<file path="src/rtl/io_bridge.sv">
`default_nettype none
// ============================================================================
// Module   : io_bridge
// Brief    : CPU bus bridge to RAM, UART TX FIFO / RX, cycle counter and
//            program-stop. Optional UART RX path enabled by IO_BRIDGE_RX_EN.
// Revision : 1.0 - initial release
// ============================================================================
module io_bridge #(
    parameter int TX_DEPTH = 16
) (
    input  logic        clk_in,
    input  logic        rst_in,
    input  logic [31:0] cpu_a_in,
    input  logic [7:0]  cpu_dout_in,
    input  logic        cpu_wr_in,
    output logic [7:0]  cpu_din_out,
    output logic        cpu_rdy_out,
    output logic [16:0] ram_a_out,
    output logic [7:0]  ram_din_out,
    output logic        ram_we_out,
    input  logic [7:0]  ram_dout_in,
    input  logic [7:0]  rx_data_in,
    input  logic        rx_valid_in,
    output logic        rx_ready_out,
    output logic [7:0]  tx_data_out,
    output logic        tx_valid_out,
    input  logic        tx_ready_in,
    output logic        stop_out
);

    localparam int PW = $clog2(TX_DEPTH);
    localparam int CW = PW + 1;

    localparam logic [1:0] c_selZero = 2'd0;
    localparam logic [1:0] c_selRam  = 2'd1;
    localparam logic [1:0] c_selRx   = 2'd2;
    localparam logic [1:0] c_selCnt  = 2'd3;

    localparam logic [CW-1:0] c_rdyLimit = CW'(TX_DEPTH - 2);

    logic          r_rdy;
    logic          r_stopPend;
    logic          r_stop;
    logic          r_cntRun;
    logic [31:0]   r_counter;
    logic [31:0]   r_snap;
    logic [1:0]    r_sel;
    logic [1:0]    r_byte;
    logic [7:0]    r_mem [TX_DEPTH];
    logic [PW-1:0] r_wrPtr;
    logic [PW-1:0] r_rdPtr;
    logic [CW-1:0] r_count;

    logic          w_valid;
    logic          w_rd;
    logic          w_wr;
    logic          w_ramSel;
    logic          w_ioSel;
    logic          w_uartSel;
    logic          w_ctlSel;
    logic          w_push;
    logic          w_pop;
    logic          w_empty;
    logic          w_cntRead;
    logic          w_stopPendNext;
    logic [CW-1:0] w_countNext;
    logic [1:0]    w_selNext;
    logic          w_unusedBits;

    // The core only commits an access in a cycle where it sees ready high.
    assign w_valid   = r_rdy;
    assign w_rd      = w_valid & ~cpu_wr_in;
    assign w_wr      = w_valid & cpu_wr_in;
    assign w_ramSel  = ~cpu_a_in[17];
    assign w_ioSel   = &cpu_a_in[17:16];
    assign w_uartSel = w_ioSel & ~cpu_a_in[2];
    assign w_ctlSel  = w_ioSel & cpu_a_in[2];
    assign w_cntRead = w_rd & w_ctlSel & (cpu_a_in[1:0] == 2'd0);

    assign ram_a_out   = cpu_a_in[16:0];
    assign ram_din_out = cpu_dout_in;
    assign ram_we_out  = w_wr & w_ramSel;

    assign w_empty        = (r_count == '0);
    assign w_push         = w_wr & w_uartSel & (cpu_dout_in != 8'h00);
    assign w_pop          = ~w_empty & tx_ready_in;
    assign w_countNext    = r_count + {{(CW-1){1'b0}}, w_push} - {{(CW-1){1'b0}}, w_pop};
    assign w_stopPendNext = r_stopPend | (w_wr & w_ctlSel);

    assign tx_valid_out = ~w_empty;
    assign tx_data_out  = r_mem[r_rdPtr];
    assign cpu_rdy_out  = r_rdy;
    assign stop_out     = r_stop;

    always_ff @(posedge clk_in) begin
        if (w_push) begin
            r_mem[r_wrPtr] <= cpu_dout_in;
        end
    end

    always_ff @(posedge clk_in) begin
        if (rst_in) begin
            r_wrPtr    <= '0;
            r_rdPtr    <= '0;
            r_count    <= '0;
            r_rdy      <= 1'b0;
            r_stopPend <= 1'b0;
            r_stop     <= 1'b0;
        end else begin
            if (w_push) begin
                r_wrPtr <= r_wrPtr + 1'b1;
            end
            if (w_pop) begin
                r_rdPtr <= r_rdPtr + 1'b1;
            end
            r_count    <= w_countNext;
            r_stopPend <= w_stopPendNext;
            // Ready leaves one slot of headroom so an accepted write always fits.
            r_rdy      <= (w_countNext <= c_rdyLimit) & ~w_stopPendNext;
            r_stop     <= r_stop | (w_stopPendNext & (w_countNext == '0));
        end
    end

    // The counter holds 0 through the first cycle after release, then runs.
    always_ff @(posedge clk_in) begin
        if (rst_in) begin
            r_cntRun  <= 1'b0;
            r_counter <= '0;
            r_snap    <= '0;
        end else begin
            r_cntRun <= 1'b1;
            if (r_cntRun) begin
                r_counter <= r_counter + 32'd1;
            end
            if (w_cntRead) begin
                r_snap <= r_counter;
            end
        end
    end

    always_comb begin
        w_selNext = c_selZero;
        if (w_rd) begin
            if (w_ramSel) begin
                w_selNext = c_selRam;
            end else if (w_ctlSel) begin
                w_selNext = c_selCnt;
            end else if (w_uartSel) begin
`ifdef IO_BRIDGE_RX_EN
                w_selNext = c_selRx;
`else
                w_selNext = c_selZero;
`endif
            end
        end
    end

    always_ff @(posedge clk_in) begin
        if (rst_in) begin
            r_sel  <= c_selZero;
            r_byte <= 2'd0;
        end else begin
            r_sel  <= w_selNext;
            r_byte <= cpu_a_in[1:0];
        end
    end

`ifdef IO_BRIDGE_RX_EN
    logic [7:0] r_rxByte;

    assign rx_ready_out = w_rd & w_uartSel & rx_valid_in;

    // RX head is captured now because the pop strobe advances it this cycle.
    always_ff @(posedge clk_in) begin
        if (rst_in) begin
            r_rxByte <= 8'h00;
        end else if (w_rd & w_uartSel) begin
            r_rxByte <= rx_valid_in ? rx_data_in : 8'h00;
        end
    end

    assign w_unusedBits = ^cpu_a_in[31:18];
`else
    assign rx_ready_out = 1'b0;
    assign w_unusedBits = ^{cpu_a_in[31:18], rx_data_in, rx_valid_in};
`endif

    always_comb begin
        cpu_din_out = 8'h00;
        case (r_sel)
            c_selRam: cpu_din_out = ram_dout_in;
`ifdef IO_BRIDGE_RX_EN
            c_selRx:  cpu_din_out = r_rxByte;
`endif
            c_selCnt: cpu_din_out = r_snap[8*r_byte +: 8];
            default:  cpu_din_out = 8'h00;
        endcase
    end

endmodule
`default_nettype wire

</file>
<file path="config.mk">
export PLATFORM = sky130hd
export DESIGN_NAME = io_bridge
export DESIGN_NICKNAME = d
export VERILOG_FILES = /design/src/rtl/io_bridge.sv
export SDC_FILE = /design/constraint.sdc
export NUM_CORES = 1
export LEC_CHECK = 0
export BUFFER_PORTS_ARGS = -buffer_cell sky130_fd_sc_hd__buf_2
export CORE_MARGIN = 1.5
export CORE_UTILIZATION = 52
export CTS_CLUSTER_DIAMETER = 100
export DETAILED_ROUTE_END_ITERATION = 8
export GPL_ROUTABILITY_DRIVEN = 1
export HOLD_SLACK_MARGIN = 0.1
export PLACE_DENSITY = 0.75
export SETUP_SLACK_MARGIN = 0.15
export SLEW_MARGIN = 20
export SYNTH_ARGS = -nofsm -noshare
export SYNTH_HDL_FRONTEND = slang
export SYNTH_SLANG_ARGS = --single-unit
</file>
<file path="constraint.sdc">
create_clock -name clk_in -period 2.8 [get_ports clk_in]
set_clock_uncertainty 0.1 [all_clocks]
set_input_delay 0.14 -clock clk_in [delete_from_list [all_inputs] [get_ports clk_in]]
set_output_delay 0.14 -clock clk_in [all_outputs]
set_load 0.02 [all_outputs]
</file>
==> reports/results.md <==
- 135 µm — die span in y
- 21 — Num CTS Buffers
- 13 — R2R cell count
- 15.6% — area grow syn2layout
- r_count[2]$_SDFF_PP0_ — startpoint of the worst setup timing path
- 61.8% — sequential share of the synthesized area
- 48 — Site Rows
- 13.3 µm² — average footprint of a synthesized cell
- 0 — global-route congestion overflow total
- flip-flop — critical path launch point type
- 20.1 µm — WL per Instance
- cpu_rdy_out$_SDFF_PP0_ — capture instance of the worst register-to-register path
- 9100 µm² — post-synthesis instance area
- 400 — number of violations reported at the end of detailed-routing iteration 0
- r_count[2]$_SDFF_PP0_ — startpoint of the most critical register-to-register path
- cpu_rdy_out$_SDFF_PP0_ — capturing element of the worst setup path
- 500 ps — Skew-Pair Late Insertion Delay
- 0 — final hold viol count
- 159 ps — Final Hold Slack
- 99.6% — part of the cycle the worst path needs
- 0 — fin. max-slew vios
- 1287 — number of fill cells in the layout
- 4 — iteration count of the initial detailed-routing pass
- 18300 µm² — die area
- 0 — count of antenna-violating nets left after detailed routing
- complete, no violations — result of the run
- 0 — max capacitance violation total
- -241 ps — post-placement worst setup slack
- 829 — net total in the final layout
- 43 — count of distinct cell types in the synthesized netlist
- 22.4% — Total Routing Usage GR
- 685 — Syn Inst Count
- 0.836 — Routability Congestion
- 56 — count of buffers from port buffering
- 359 MHz — maximum clock frequency
- true — RSZ-0062 raised after global routing
- 135 µm — Chip Width
- flip-flop to flip-flop — type of the worst setup path
- 3 — number of buffers between clock root and the deepest sink
- 0.00351 µW — Leakage
- 3130 ps — required time at the worst-slack endpoint
- 217 — # clock sinks
- 5844 — vias in the first global route
- 25.6% — fraction of layout cells with a size suffix above 1
- 5.82 — mean number of vias per cell
- 0 — Antenna Diode Count
- 731 nW/µm² — areal power density over the cells
- 128 x edfxtp_1, 86 x dfxtp_1, 81 x nand2_1 — commonest cells after routing, fill and taps aside
- 2790 ps — clock period minus worst slack
- flip-flop — type of destination of the critical path
- 31300 µm — wire length of the first global-routing pass
- 0 — initial antenna violation count
- 217 — count of state elements after synthesis
- clkbuf_16 — clock root buffer
- 27.2% — Relative slew margins
- 5786 — number of vias in the routed layout
- 40 — maximum number of pins on one net before global-route repair
- done — clock tree from TritonCTS
- 17200 µm² — Core Region
- 1080 ps — worst slew pin tran
- 3120 ps — Worst EP arrival
- 12.3 ps — final worst slack
- 3 — highest fanout seen on the critical path
- 107 — number of primary I/O pins
- 0 — warning count from the yosys run
- 0.457 mV — largest voltage drop on the vdd net
- 759 — Syn Nets
- 20000 µm — DRT Wirelength
- edfxtp_1 — commonest non-fill, non-tap cell in the layout
- 10 ps — slack of the worst reg-to-reg path
- 60 ps — clock-pin transition on the worst setup and hold timing paths
- 53.0% — Initial Utilization
- input port to flip-flop — worst min-delay path category
- 13300 µm — DPL Wire Length
- 0 — final count of negative-setup-slack endpoints
- 0 — Post-route DRC
- 1 — H-tree level count
layout make-up:
cell class,instances,area (µm²),share of cell area [%]
clock buffer,28,572,5.43
multi-input combinational,383,3130,29.7
clock inverter,10,77.6,0.737
timing repair buffer,112,759,7.22
tap,225,282,2.68
inverter,20,75.1,0.713
sequential,217,5630,53.5
cell families after synthesis:
group | Yosys count | synth area share (%)
other | 1 | 0.0412
XOR/XNOR | 18 | 1.73
flip-flops | 217 | 61.8
adder cells (fa/ha/maj) | 13 | 1.87
AND/OR/NAND/NOR | 205 | 11.1
multiplexers | 59 | 13.1
buffers and inverters | 85 | 4.73
AO/OA/AOI/OAI | 87 | 5.59
critical path, stage by stage (launching register included):
cell,delay (ps)
dfxtp_2,330
inv_2,70
ha_4,130
or4b_4,470
nand2_4,90
inv_2,40
ha_4,250
inv_2,30
ha_4,150
fa_2,350
a21oi_2,140
o21bai_1,100
xnor2_1,250
o2111a_1,220
where the power goes:
part	switching [µW]	leakage [µW]	total, µW	internal [µW]
registers	70.4	0.00187	3520	3450
clock network	1140	0.000327	2670	1530
logic	730	0.00131	1500	774
state kept, by name (all words and copies together) (netlist names), named ones only:
register	flops
r_counter	32
r_wrPtr	4
r_cntRun	1
r_rdPtr	4
r_stopPend	1
r_count	5
r_snap	32
stop_out	1
r_mem	128
r_byte	2
r_sel	2
cpu_rdy_out	1
cell usage after synthesis, drive strengths merged:
library cell    n  area, µm²
nand2          82        308
xnor2           9       78.8
nor3            7       35.0
nor2b          14       87.6
or4            19        146
dfxtp          89       1780
a21oi          58        290
ha             12        150
a2111o          1       11.3
nor4            6       37.5
xor2            9       78.8
buf            36        246
and3            4       25.0
nand2b          2       12.5
a21o            1       7.51
o31ai          15        113
nand4           9       62.6
o2111a          1       11.3
or3             6       37.5
o21ai           6       30.0
o21a            1       7.51
nor2           35        131
edfxtp        128       3840
mux2i          10        100
nand3          14       70.1
and2            1       6.26
a211oi          1       12.5
conb            1       3.75
and4            5       43.8
inv            20       75.1
a41o            1       10.0
fa              1       20.0
clkbuf         29        109
o21bai          1       7.51
o31a            1       8.76
mux2            1       11.3
or4b            1       10.0
mux4           48       1080
how the worst min path moves through the flow:
stage / cells after the start / start / end
6_report: 5 / cpu_a_in[2] / r_wrPtr[0]$_SDFFE_PP0P_
5_1_grt: 0 / cpu_a_in[9] / ram_a_out[9]
3_3_place_gp: 0 / cpu_a_in[3] / ram_a_out[3]
4_1_cts: 5 / cpu_a_in[2] / r_wrPtr[0]$_SDFFE_PP0P_
2_1_floorplan: 1 / cpu_wr_in / r_sel[1]$_SDFF_PP0_
3_5_place_dp: 0 / cpu_a_in[3] / ram_a_out[3]
per-stage QoR:
stage | total power (µW) | TNS (ps) | utilization, % | instances | cell area, µm²
floorplan | 4640 | 0 | - | 685 | 9170
global placement | 4910 | -60.9 | 56.0 | 932 | 9620
detailed placement | 4970 | -680 | 56.0 | 932 | 9620
CTS | 7700 | 0 | 61.1 | 993 | 10500
global route | 7970 | -131 | 61.3 | 995 | 10500
finish | 7690 | 0 | 61.3 | 995 | 10500
layer usage:
metal  share of wire, %  routed length, µm  GRT usage [%]
met5                  0                  0              0
met2                 53              10600           40.7
met3                4.3                854           2.69
met4                2.3                463           5.85
met1                 41               8150           28.3
repair_timing:
action	4_1_cts	5_1_grt
buffers inserted	6	2
endpoints found under the hold margin	146	0
pin swaps	6	3
gates resized for setup	2	3
setup endpoints to repair	4	19
hold buffers	17	0
Power figures use the tool's default switching activity.
